### config.mk
export PLATFORM = sky130hd
export DESIGN_NAME = hazard_control_unit
export DESIGN_NICKNAME = d
export VERILOG_FILES = /design/src/rtl/cpu_types_pkg.sv /design/src/rtl/forward_unit.sv /design/src/rtl/hazard_control_unit.sv
export SDC_FILE = /design/constraint.sdc
export NUM_CORES = 1
export LEC_CHECK = 0
export BUFFER_PORTS_ARGS = -buffer_cell sky130_fd_sc_hd__buf_2
export CAP_MARGIN = 20
export CORE_ASPECT_RATIO = 1.4
export CORE_MARGIN = 8
export CORE_UTILIZATION = 40
export CTS_CLUSTER_SIZE = 30
export DETAILED_ROUTE_END_ITERATION = 7
export PLACE_DENSITY = 0.65
export SLEW_MARGIN = 20
export SYNTH_ARGS = -nofsm -noshare
export SYNTH_HDL_FRONTEND = slang
export SYNTH_SLANG_ARGS = --single-unit
### constraint.sdc
create_clock -name CLK -period 2 [get_ports CLK]
set_input_delay 0.2 -clock CLK [delete_from_list [all_inputs] [get_ports CLK]]
set_output_delay 0.2 -clock CLK [all_outputs]
set_load 0.1 [all_outputs]
### src/rtl/cpu_types_pkg.sv
// Shared pipeline types: hazard-controller FSM states, forwarding select
// encodings and the forwarding match helper.
package cpu_types_pkg;

  typedef enum logic [1:0] {
    RUN   = 2'd0,
    DWAIT = 2'd1,
    HALT  = 2'd2
  } hcu_state_t;

  localparam logic [1:0] FWD_RF    = 2'b00;
  localparam logic [1:0] FWD_EXMEM = 2'b01;
  localparam logic [1:0] FWD_MEMWB = 2'b10;

  // The EX/MEM result is younger than MEM/WB, so it wins when both match.
  function automatic logic [1:0] fwd_select(
    input logic [4:0] src,
    input logic [4:0] mem_rd,
    input logic       mem_regwrite,
    input logic [4:0] wb_rd,
    input logic       wb_regwrite
  );
    if (mem_regwrite && mem_rd != 5'd0 && mem_rd == src)
      return FWD_EXMEM;
    else if (wb_regwrite && wb_rd != 5'd0 && wb_rd == src)
      return FWD_MEMWB;
    else
      return FWD_RF;
  endfunction

endpackage

### src/rtl/forward_unit.sv
// Combinational ALU operand forwarding select for the EX stage.
module forward_unit
  import cpu_types_pkg::*;
(
  input  logic [4:0] ex_rs1,
  input  logic [4:0] ex_rs2,
  input  logic [4:0] mem_rd,
  input  logic       mem_regwrite,
  input  logic [4:0] wb_rd,
  input  logic       wb_regwrite,
  output logic [1:0] forward_a,
  output logic [1:0] forward_b
);

  assign forward_a = fwd_select(ex_rs1, mem_rd, mem_regwrite, wb_rd, wb_regwrite);
  assign forward_b = fwd_select(ex_rs2, mem_rd, mem_regwrite, wb_rd, wb_regwrite);

endmodule

### src/rtl/hazard_control_unit.sv
// Pipeline hazard/stall controller: data-cache wait and halt FSM, Mealy
// priority control of register enables and flushes, stall/flush counters.
module hazard_control_unit
  import cpu_types_pkg::*;
#(
  parameter int CNT_W = 32
) (
  input  logic             CLK,
  input  logic             nRST,
  input  logic             ihit,
  input  logic             dhit,
  input  logic [4:0]       id_rs1,
  input  logic [4:0]       id_rs2,
  input  logic             id_uses_rs1,
  input  logic             id_uses_rs2,
  input  logic [4:0]       ex_rs1,
  input  logic [4:0]       ex_rs2,
  input  logic [4:0]       ex_rd,
  input  logic             ex_regwrite,
  input  logic             ex_memtoreg,
  input  logic             ex_redirect,
  input  logic [4:0]       mem_rd,
  input  logic             mem_regwrite,
  input  logic             mem_dreq,
  input  logic [4:0]       wb_rd,
  input  logic             wb_regwrite,
  input  logic             wb_halt,
  output logic             pc_write,
  output logic             if_id_write,
  output logic             id_ex_write,
  output logic             ex_mem_write,
  output logic             mem_wb_write,
  output logic             if_id_flush,
  output logic             id_ex_flush,
  output logic             stall,
  output logic [1:0]       forwardA,
  output logic [1:0]       forwardB,
  output logic             halted,
  output logic [CNT_W-1:0] stall_cycles,
  output logic [CNT_W-1:0] flush_cycles,
  output hcu_state_t       dbg_state
);

  hcu_state_t state_q, state_d;
  logic       load_use, halt_cond, data_wait;

  // Cache handshake: ihit/dhit are single-cycle completion strobes; a request
  // (fetch always, data when mem_dreq) is held until the cycle its hit is seen.
  assign load_use  = ex_memtoreg && ex_regwrite && (ex_rd != 5'd0) &&
                     ((ex_rd == id_rs1 && id_uses_rs1) ||
                      (ex_rd == id_rs2 && id_uses_rs2));
  assign halt_cond = (state_q == HALT) || wb_halt;
  // The dhit that ends a DWAIT is itself a normal (advancing) cycle.
  assign data_wait = !dhit && ((state_q == DWAIT) || (state_q == RUN && mem_dreq));

  always_comb begin
    pc_write     = 1'b1;
    if_id_write  = 1'b1;
    id_ex_write  = 1'b1;
    ex_mem_write = 1'b1;
    mem_wb_write = 1'b1;
    if_id_flush  = 1'b0;
    id_ex_flush  = 1'b0;
    stall        = 1'b0;
    halted       = 1'b0;
    if (halt_cond) begin
      {pc_write, if_id_write, id_ex_write, ex_mem_write, mem_wb_write} = 5'b0;
      halted = 1'b1;
    end else if (data_wait) begin
      {pc_write, if_id_write, id_ex_write, ex_mem_write, mem_wb_write} = 5'b0;
      stall = 1'b1;
    end else if (ex_redirect) begin
      // Wrong-path ID instruction: any load-use match against it is moot.
      if_id_flush = 1'b1;
      id_ex_flush = 1'b1;
    end else if (load_use || !ihit) begin
      pc_write    = 1'b0;
      if_id_write = 1'b0;
      id_ex_flush = 1'b1;
      stall       = 1'b1;
    end
  end

  always_comb begin
    state_d = state_q;
    case (state_q)
      RUN: begin
        if (wb_halt)
          state_d = HALT;
        else if (mem_dreq && !dhit)
          state_d = DWAIT;
      end
      DWAIT: begin
        if (dhit)
          state_d = RUN;
      end
      HALT:    state_d = HALT;
      default: state_d = RUN;
    endcase
  end

  always_ff @(posedge CLK or negedge nRST) begin
    if (!nRST) begin
      state_q      <= RUN;
      stall_cycles <= '0;
      flush_cycles <= '0;
    end else begin
      state_q <= state_d;
      if (stall && stall_cycles != {CNT_W{1'b1}})
        stall_cycles <= stall_cycles + 1'b1;
      if ((if_id_flush || id_ex_flush) && flush_cycles != {CNT_W{1'b1}})
        flush_cycles <= flush_cycles + 1'b1;
    end
  end

  assign dbg_state = state_q;

  forward_unit u_forward_unit (
    .ex_rs1       (ex_rs1),
    .ex_rs2       (ex_rs2),
    .mem_rd       (mem_rd),
    .mem_regwrite (mem_regwrite),
    .wb_rd        (wb_rd),
    .wb_regwrite  (wb_regwrite),
    .forward_a    (forwardA),
    .forward_b    (forwardB)
  );

endmodule

Word-level counts from Yosys, hierarchy flattened
Index checks and enable logic that the tools add are counted.
{"block": "word_totals", "reg_bits": 66, "latchBits": 0, "ram_bits": 0, "mem_bits_ro": 0, "in_bits": 48, "output_inout_bits": 79, "wordCells": 70, "n_memories": 0}
{"block": "op_classes", "n_addsub": 2, "n_mul": 0, "div_mod_pow": 0, "n_lt_le_gt_ge": 0, "n_eq_ne": 12, "n_shift": 0, "n_mux": 25, "n_bitwise": 0, "reduce_logical": 28}
{"op": "32-bit by 1-bit adder with 32-bit output (second input constant)", "count": 2}
{"op": "32-bit inequality test (second input constant)", "count": 2}
{"op": "5-bit == test", "count": 6}
{"op": "1-bit two-way mux", "count": 17}
{"op": "1-bit logical AND", "count": 16}
{"op": "5-bit nonzero test", "count": 3}
{"op": "2-bit two-way mux", "count": 7}
{"op": "2-bit one-hot mux with 3 select lines", "count": 1}
{"op": "1-bit logical OR", "count": 5}
{"op": "3-bit by 2-bit inequality test with 1-bit output (second input constant)", "count": 1}
{"op": "2-bit by 1-bit == test with 1-bit output (second input constant)", "count": 1}
{"op": "2-bit == test (second input constant)", "count": 1}
{"op": "1-bit zero test", "count": 2}
{"op": "2-bit zero test", "count": 1}
{"op": "2-bit inequality test (second input constant)", "count": 1}
{"op": "2-bit AND reduction", "count": 1}

Longest topological paths before layout
Gate-level depths: netlist (run 1).
{"block": "depth", "word_depth": 11, "ltp_mapped": 9, "depth_no_buf": 7}

By module
From an unflattened synthesis (run 1), not the netlist that was laid out.
{"block": "hier_totals", "hier_cells": 363, "hier_area_um2": 3671.0}
{"module": "hazard_control_unit", "n_inst": 1, "cells_per_inst": 329, "area_per_inst_um2": 3413.3, "seq_area_each_um2": 1651.6}
{"module": "forward_unit", "n_inst": 1, "cells_per_inst": 34, "area_per_inst_um2": 257.7, "seq_area_each_um2": 0.0}

Worst setup path after synthesis (run 1)
OpenSTA, ideal clock, no wires.
{"block": "synth_timing", "path_kind": "input -> output", "from": "in mem_rd[4]", "to": "out forwardA[1]", "arrival_time_ns": 5.403, "t_required_ns": 1.800, "setup_slack_ns": -3.603, "path_stages": 4, "n_path_buf": 0, "path_cell_list": "xnor2_1 > nand3_1 > nor4_1 > nor4_1"}
{"block": "synth_between", "elab_chain_cells": 4, "word_cells_on_any_way": 5, "classes_between": "eq/ne: 1; mux: 1; reduce/logical: 3"}
{"element": "from (decl)", "line_no": "hazard_control_unit.sv:22", "rtl": "input logic [4:0] mem_rd,"}
{"element": "5-bit nonzero test", "line_no": "cpu_types_pkg.sv:23", "rtl": "if (mem_regwrite && mem_rd != 5'd0 && mem_rd == src)"}
{"element": "1-bit logical AND", "line_no": "cpu_types_pkg.sv:23"}
{"element": "1-bit logical AND (*)", "line_no": "cpu_types_pkg.sv:23"}
{"element": "2-bit two-way mux (*)", "line_no": "cpu_types_pkg.sv:23"}
{"element": "to (decl)", "line_no": "hazard_control_unit.sv:36", "rtl": "output logic [1:0] forwardA,"}
Mark *: on every way between the ends. The rest lies on a longest branch, timed or not.

Worst setup path after layout (run 1)
{"block": "layout_timing", "from": "reg state_q[0] (netlist: dbg_state[0])", "to": "reg stall_cycles[13]"}
{"block": "layout_between", "elab_chain_cells": 7, "word_cells_on_any_way": 10, "classes_between": "eq/ne: 2; mux: 2; reduce/logical: 6"}
{"element": "from (decl)", "line_no": "hazard_control_unit.sv:44", "rtl": "hcu_state_t state_q, state_d;"}
{"element": "from (signal assigned)", "line_no": "hazard_control_unit.sv:108", "rtl": "state_q <= state_d;"}
{"element": "2-bit zero test", "line_no": "hazard_control_unit.sv:54", "rtl": "assign data_wait = !dhit && ((state_q == DWAIT) || (state_q == RUN && mem_dreq));"}
{"element": "1-bit logical AND", "line_no": "hazard_control_unit.sv:54"}
{"element": "1-bit logical OR", "line_no": "hazard_control_unit.sv:54"}
{"element": "1-bit logical AND", "line_no": "hazard_control_unit.sv:54"}
{"element": "1-bit two-way mux", "line_no": "hazard_control_unit.sv:69", "rtl": "end else if (data_wait) begin"}
{"element": "1-bit two-way mux (*)", "line_no": "hazard_control_unit.sv:66", "rtl": "if (halt_cond) begin"}
{"element": "1-bit logical AND (*)", "line_no": "hazard_control_unit.sv:109", "rtl": "if (stall && stall_cycles != {CNT_W{1'b1}})"}
{"element": "to (signal assigned)", "line_no": "hazard_control_unit.sv:110", "rtl": "stall_cycles <= stall_cycles + 1'b1;"}
{"element": "to (decl)", "line_no": "hazard_control_unit.sv:39", "rtl": "output logic [CNT_W-1:0] stall_cycles,"}
Marks and branches as above.
A chain may end at the register's enable or synchronous reset.

==> results of run 1 <==
-- registers in the layout (all words and copies together) (netlist names) --
name and flops:
flush_cycles 32, stall_cycles 32, dbg_state 2
-- synthesized netlist by cell type (4+ instances only) --
library cell  instances
nand4_1              17
nand2_1              36
and3_1               14
and4_1                6
inv_1                13
nand3_1              25
nor4_1               16
or4_1                 5
o21ai_0               4
buf_2                 6
xnor2_1              49
xor2_1               42
buf_4                 5
dfrtp_1              66
nor2_1               17
nor3_1               23
-- power by group --
group | switching [W] | total, W | internal (W)
Combinational | 0.000197 | 0.000308 | 0.000112
Clock | 0.000598 | 0.00172 | 0.00113
Sequential | 0.00000896 | 0.00136 | 0.00135
Total | 0.000803 | 0.00339 | 0.00259
-- cell families after synthesis --
| family | count (synthesis) |
|---|---|
| fa+ha+maj | 2 |
| mux | 3 |
| compound gates | 12 |
| buf+inv | 28 |
| xor+xnor | 91 |
| simple gates | 185 |
| flops | 66 |
-- layer usage --
layer | up-vias | GRT usage [%] | share of wire, %
li1 | 1740 | - | -
met5 | - | 0 | 0
met4 | 0 | 6.855 | 1.8
met3 | 12 | 4.915 | 5.2
met1 | 1813 | 17.70 | 38
met2 | 98 | 32.51 | 55
-- layout make-up --
cell class	instances	area, um^2	area share [%]
repair buffers	196	1326	22.03
clock inverters	6	90.09	1.496
flip-flops and latches	66	1827	30.34
clock buffers	10	239.0	3.969
inverters	13	52.55	0.8728
well taps	110	137.6	2.286
multi-input cells	293	2349	39.01
-- worst max-delay path by stage --
stage                                  start                           end  cells after the start
floorplan           dbg_state[1]$_DFFE_PN0P_                   if_id_flush                      2
global placement                    ex_rd[1]                   id_ex_flush                      8
detailed placement                  ex_rd[1]   flush_cycles[4]$_DFFE_PN0P_                     10
CTS                 dbg_state[1]$_DFFE_PN0P_                   id_ex_flush                      6
global route        dbg_state[0]$_DFFE_PN0P_  stall_cycles[13]$_DFFE_PN0P_                      8
finish              dbg_state[0]$_DFFE_PN0P_  stall_cycles[13]$_DFFE_PN0P_                      8
-- worst register-to-register path: cells and delay by family, from the launching register on --
| kind | cells | cell delay, ns |
|---|---|---|
| XOR/XNOR | 1 | 0.15 |
| flip-flops | 1 | 0.44 |
| AND/OR/NAND/NOR | 4 | 0.92 |
| buffers and inverters | 2 | 0.22 |
| AO/OA/AOI/OAI | 1 | 0.22 |
-- per-stage QoR --
step	cell area, um^2	power [W]	TNS (ns)
detailed placement	5371	0.001689	-0.8176
global route	6021	0.003512	-0.8778
global placement	5371	0.001679	-0.3048
floorplan	4189	0.001545	-23.22
finish	6021	0.003389	-0.1079
CTS	5822	0.003426	-0.04404
-- timing repair --
item	in CTS	in global routing
hold buffers	1	0
resized for setup	16	29
endpoints found under the setup margin	14	41
endpoints found under the hold margin	66	0
buffers inserted	5	7
pin swaps	6	21
==> flow_metrics.tcl, run 1 <==
set metrics [dict create \
    synth-compound-area-share_pct 2.135 \
    grt_pass1_wl_um 18620 \
    vias 3663 \
    crit_fanout 5 \
    gr-total-overflow 0 \
    cts_buffers 9 \
    synthFlopType "dfrtp_1" \
    timing.rr.end "stall_cycles[13]$_DFFE_PN0P_" \
    drt-initial-drc-count 119 \
    hpwl_um 8556 \
    cts.sinks 66 \
    synthSimpleGateAreaFrac_pct 28.38 \
    final_common_cell "buf_2" \
    hold_viol_final 0 \
    synth_seq_cells 66 \
    portBuffers 126 \
    fin_skew_ns 0.01277 \
    ys_top_cells_by_area "dfrtp_1 43%, xnor2_1 11%, xor2_1 9.7%" \
    leakagePower_nw 2.744 \
    root_buffer "clkbuf_16" \
    wl_um 11500 \
    synthMuxAreaShare_pct 0.8870 \
    grt_usage_pct 17.46 \
    maxCapViolCount 0 \
    diodes 0 \
    period_minus_slack_ns 2.060 \
    dieArea_mm2 0.01294 \
    stdcell_count 694 \
    yosysSeqAreaShare_pct 43.36 \
    final_cell_mix "116 x buf_2, 60 x buf_4, 48 x xnor2_1, 42 x xor2_1, 37 x dfrtp_4" \
    vdd_ir_drop_max_uv 654.0 \
    max_slew_margin_pct 66.05 \
    hold_slack_ns 0.1043 \
    criticalPathCategory "reg2reg" \
    clk_path_buf_depth 2 \
    critPathLaunchType "flip-flop" \
    syn_avg_cell_area_um2 9.841 \
    grt_max_degree 67 \
    synth_adder_area_share_pct 0.6570 \
    cp_num_buf_inv 2 \
    dr.pass1.iters 4 \
    worst_slack_ns -0.05959 \
    core_area_mm2 0.009354 \
    wl_per_cell_um 16.57 \
    cpMaxStageDelayCell "or4b_4" \
    worstPathRequired_ns 2.21 \
    clk_pin_slew_ns 0.05 \
    synth_nets 437 \
    max_clock_freq_mhz 485.5 \
    fp-row-count 42 \
    period_share_pct 103.0 \
    place_inst 665 \
    grt_pass1_vias 3935 \
    antenna_found_initial 0 \
    yosys.area.top_type "dfrtp_1" \
    num-fill-cells 754 \
    yosys_warnings 0 \
    drv_slew 0 \
    powerDensity_mw_per_mm2 562.9 \
    r2r-start "dbg_state[0]$_DFFE_PN0P_" \
    area_growth_pct 58.08 \
    viasPerCell 5.278 \
    clkLatencyLatePin_ns 0.33 \
    initial_core_util_pct 40.72 \
    layout.nets 629 \
    crit_chain "nand2b_4 > and2_4 > clkinvlp_4 > nor3_2 > a21bo_2 > buf_6 > or4b_4 > xnor2_2" \
    synth_edf_count 0 \
    cts_tree "built" \
    fin_util_pct 64.37 \
    ff2ff_path_depth 8 \
    cp-end-kind "flip-flop" \
    globalplace.congestion 0.9053 \
    status "complete, but fails checks" \
    postSynthCellCount 387 \
    io_pins 127 \
    min_from "dhit" \
    rsz0062_at_grt "yes" \
    drc 0 \
    die_width_um 98.47 \
    cpLargestDelayFamily "simple AND/OR/NAND/NOR gates" \
    holdPathEnd "dbg_state[0]$_DFFE_PN0P_" \
    violations "negative setup slack" \
    worst_slew_pin_slew_ns 0.5128 \
    antenna_left 0 \
    ys_async_sr_fraction_pct 100.0 \
    synth_top_family_by_area "simple AND/OR/NAND/NOR gates" \
    setup_viol 3 \
    synth_top_cell_area_share_pct 43.36 \
    slowest_delay_ns 0.47 \
    min_path_type "in2reg" \
    drive_above_1_share_pct 56.51 \
    htreeDepth 3 \
    dp_slack_ns -0.06751 \
    synth_xor_area_share_pct 20.93 \
    hold_depth 2 \
    syn_area_mm2 0.003809 \
    synth.distinct_cells 41 \
    die_h_um 131.5 \
    worstPathArrival_ns 2.27 \
    regToRegSetupSlack_ns -0.06 \
]
(Power assumes the default switching activity.)
==> run 2: changes to the inputs <==
--- a/config.mk
+++ b/config.mk
@@ -17,3 +17,4 @@
 export SYNTH_ARGS = -nofsm -noshare
 export SYNTH_HDL_FRONTEND = slang
 export SYNTH_SLANG_ARGS = --single-unit
+export TNS_END_PERCENT = 10
==> run 2 against run 1 <==
Effect of this change:
- the flow still finishes with violations (negative setup slack)
- fmax about the same
- register-to-register slack about the same
- first-iteration DRC count shrank 23%
- final cell count shrank 1.4%
- clock power is 16% lower
- combinational power decreased by 2%
- count of clock-buffer cells in the layout grew 3
- clock skew shrank 0.0090 ns
==> flow_metrics.tcl, run 2 (synthesized netlist as in run 1, its figures left out) <==
set metrics [dict create \
    status "complete, but fails checks" \
    violations "negative setup slack" \
    wl_um 11010 \
    grt_pass1_vias 3778 \
    setup_viol 5 \
    final_cell_area_mm2 0.005733 \
    io_pins 127 \
    grt_pass1_wl_um 18290 \
    grt_usage_pct 17.34 \
    use_met2_pct 29.06 \
    layout.nets 619 \
    cts.sinks 66 \
    clkLatencyLatePin_ns 0.33 \
    clk_pin_slew_ns 0.05 \
    grt.busiest_layer "met2" \
    regToRegSetupSlack_ns -0.06 \
    hold_depth 2 \
    worst_slack_ns -0.05822 \
    final_common_cell "buf_2" \
    dp_slack_ns -0.07339 \
    wl_per_cell_um 16.09 \
    criticalPathCategory "reg2reg" \
    globalRouteMet1Util_pct 19.30 \
    clk_path_buf_depth 2 \
    hold_slack_ns 0.08592 \
    worst_slew_pin_slew_ns 0.5131 \
    r2r-start "dbg_state[0]$_DFFE_PN0P_" \
    drc 0 \
    min_from "dhit" \
    antenna_found_initial 0 \
    holdPathEnd "dbg_state[0]$_DFFE_PN0P_" \
    crit_fanout 6 \
    powerDensity_mw_per_mm2 540.3 \
    diodes 0 \
    die_width_um 98.47 \
    dr.pass1.iters 4 \
    root_buffer "clkbuf_16" \
    fin_skew_ns 0.003804 \
    grt_util_met3_pct 5.550 \
    area_growth_pct 50.53 \
    period_minus_slack_ns 2.058 \
    max_slew_margin_pct 66.03 \
    cts_tree "built" \
    vias 3612 \
    dieArea_mm2 0.01294 \
    leakagePower_nw 2.718 \
    hpwl_um 8458 \
    rsz0062_at_grt "yes" \
    gr-total-overflow 0 \
    critPathLaunchType "flip-flop" \
    period_share_pct 102.9 \
    portBuffers 126 \
    timing.rr.end "stall_cycles[15]$_DFFE_PN0P_" \
    cts_buffers 9 \
    ff2ff_path_depth 8 \
    worstPathRequired_ns 2.21 \
    vdd_ir_drop_max_uv 533.9 \
    drive_above_1_share_pct 49.65 \
    viasPerCell 5.281 \
    min_path_type "in2reg" \
    drt-initial-drc-count 92 \
    grt_max_degree 67 \
    maxCapViolCount 0 \
    die_h_um 131.5 \
    max_clock_freq_mhz 485.9 \
    cp-end-kind "flip-flop" \
    initial_core_util_pct 40.72 \
    globalplace.congestion 0.9358 \
    worstPathArrival_ns 2.27 \
    antenna_left 0 \
    dpl_cell_area_mm2 0.005233 \
    htreeDepth 3 \
    core_area_mm2 0.009354 \
    final_cell_mix "116 x buf_2, 52 x buf_4, 48 x xnor2_1, 42 x xor2_1, 40 x dfrtp_2" \
    fp-row-count 42 \
    fin_util_pct 61.29 \
    hold_viol_final 0 \
    drv_slew 0 \
]
run 2: cell types whose count changed in the layout (fill, tap and decap cells not counted), moves of 4 or more:
cell / before / now
dfrtp_4: 37 / 1
dfrtp_1: 0 / 25
dfrtp_2: 29 / 40
buf_4: 60 / 52
buf_12: 9 / 13
run 2: metrics by stage:
stage / cells / setup TNS, ns / power [W]
after floorplan: 387 / -31.59 / 0.001534
after global placement: 661 / -0.2266 / 0.001670
after detailed placement: 661 / -0.4584 / 0.001677
after CTS: 684 / -0.1419 / 0.003140
after global routing: 684 / -0.9029 / 0.003216
final: 684 / -0.1110 / 0.003098
run 2: worst max path at each step:
| stage | depth (start not counted) | endpoint | startpoint |
|---|---|---|---|
| 3_3_place_gp | 8 | id_ex_flush | ex_rd[1] |
| 6_report | 8 | stall_cycles[15]$_DFFE_PN0P_ | dbg_state[0]$_DFFE_PN0P_ |
| 3_5_place_dp | 8 | id_ex_flush | ex_rd[1] |
| 2_1_floorplan | 7 | stall_cycles[15]$_DFFE_PN0P_ | dbg_state[0]$_DFFE_PN0P_ |
| 5_1_grt | 8 | stall_cycles[15]$_DFFE_PN0P_ | dbg_state[0]$_DFFE_PN0P_ |
| 4_1_cts | 8 | stall_cycles[15]$_DFFE_PN0P_ | dbg_state[0]$_DFFE_PN0P_ |
run 2: area by class of cell:
| class | instances | area [um^2] |
|---|---|---|
| clock inverters | 3 | 15.01 |
| multi-input cells | 293 | 2272 |
| repair buffers | 186 | 1290 |
| clock buffers | 13 | 260.3 |
| inverters | 13 | 52.55 |
| fillers | 773 | 3621 |
| flip-flops and latches | 66 | 1705 |
| well taps | 110 | 137.6 |
run 2: power breakdown:
group	internal [W]	switching [W]	leakage [nW]	total (W)
clock	0.000899	0.000545	0.139	0.00144
combinational	0.000109	0.000194	1.76	0.000302
sequential	0.00135	0.00000483	0.819	0.00135
total	0.00235	0.000744	2.72	0.00310
run 2: layer usage:
| layer | wire (um) | vias up |
|---|---|---|
| met5 | 0 | - |
| met4 | 278 | 0 |
| met3 | 820 | 26 |
| met2 | 5519 | 147 |
| met1 | 4389 | 1716 |
| li1 | - | 1723 |
run 2: critical path, stage by stage (launching register included):
cell	delay, ns
dfrtp_4	0.43
nand2b_4	0.14
and2_4	0.17
clkinvlp_4	0.09
nor3_2	0.15
a21bo_2	0.21
buf_6	0.14
or4b_4	0.47
xnor2_2	0.15
run 2: repair_timing:
action                                  4_1_cts  5_1_grt
hold buffers                                  1        0
setup buffers                                 6        0
endpoints found under the setup margin        8       46
resized for setup                             9       23
pin swaps                                     3        5
cloned                                        0        0
endpoints found under the hold margin        66        0
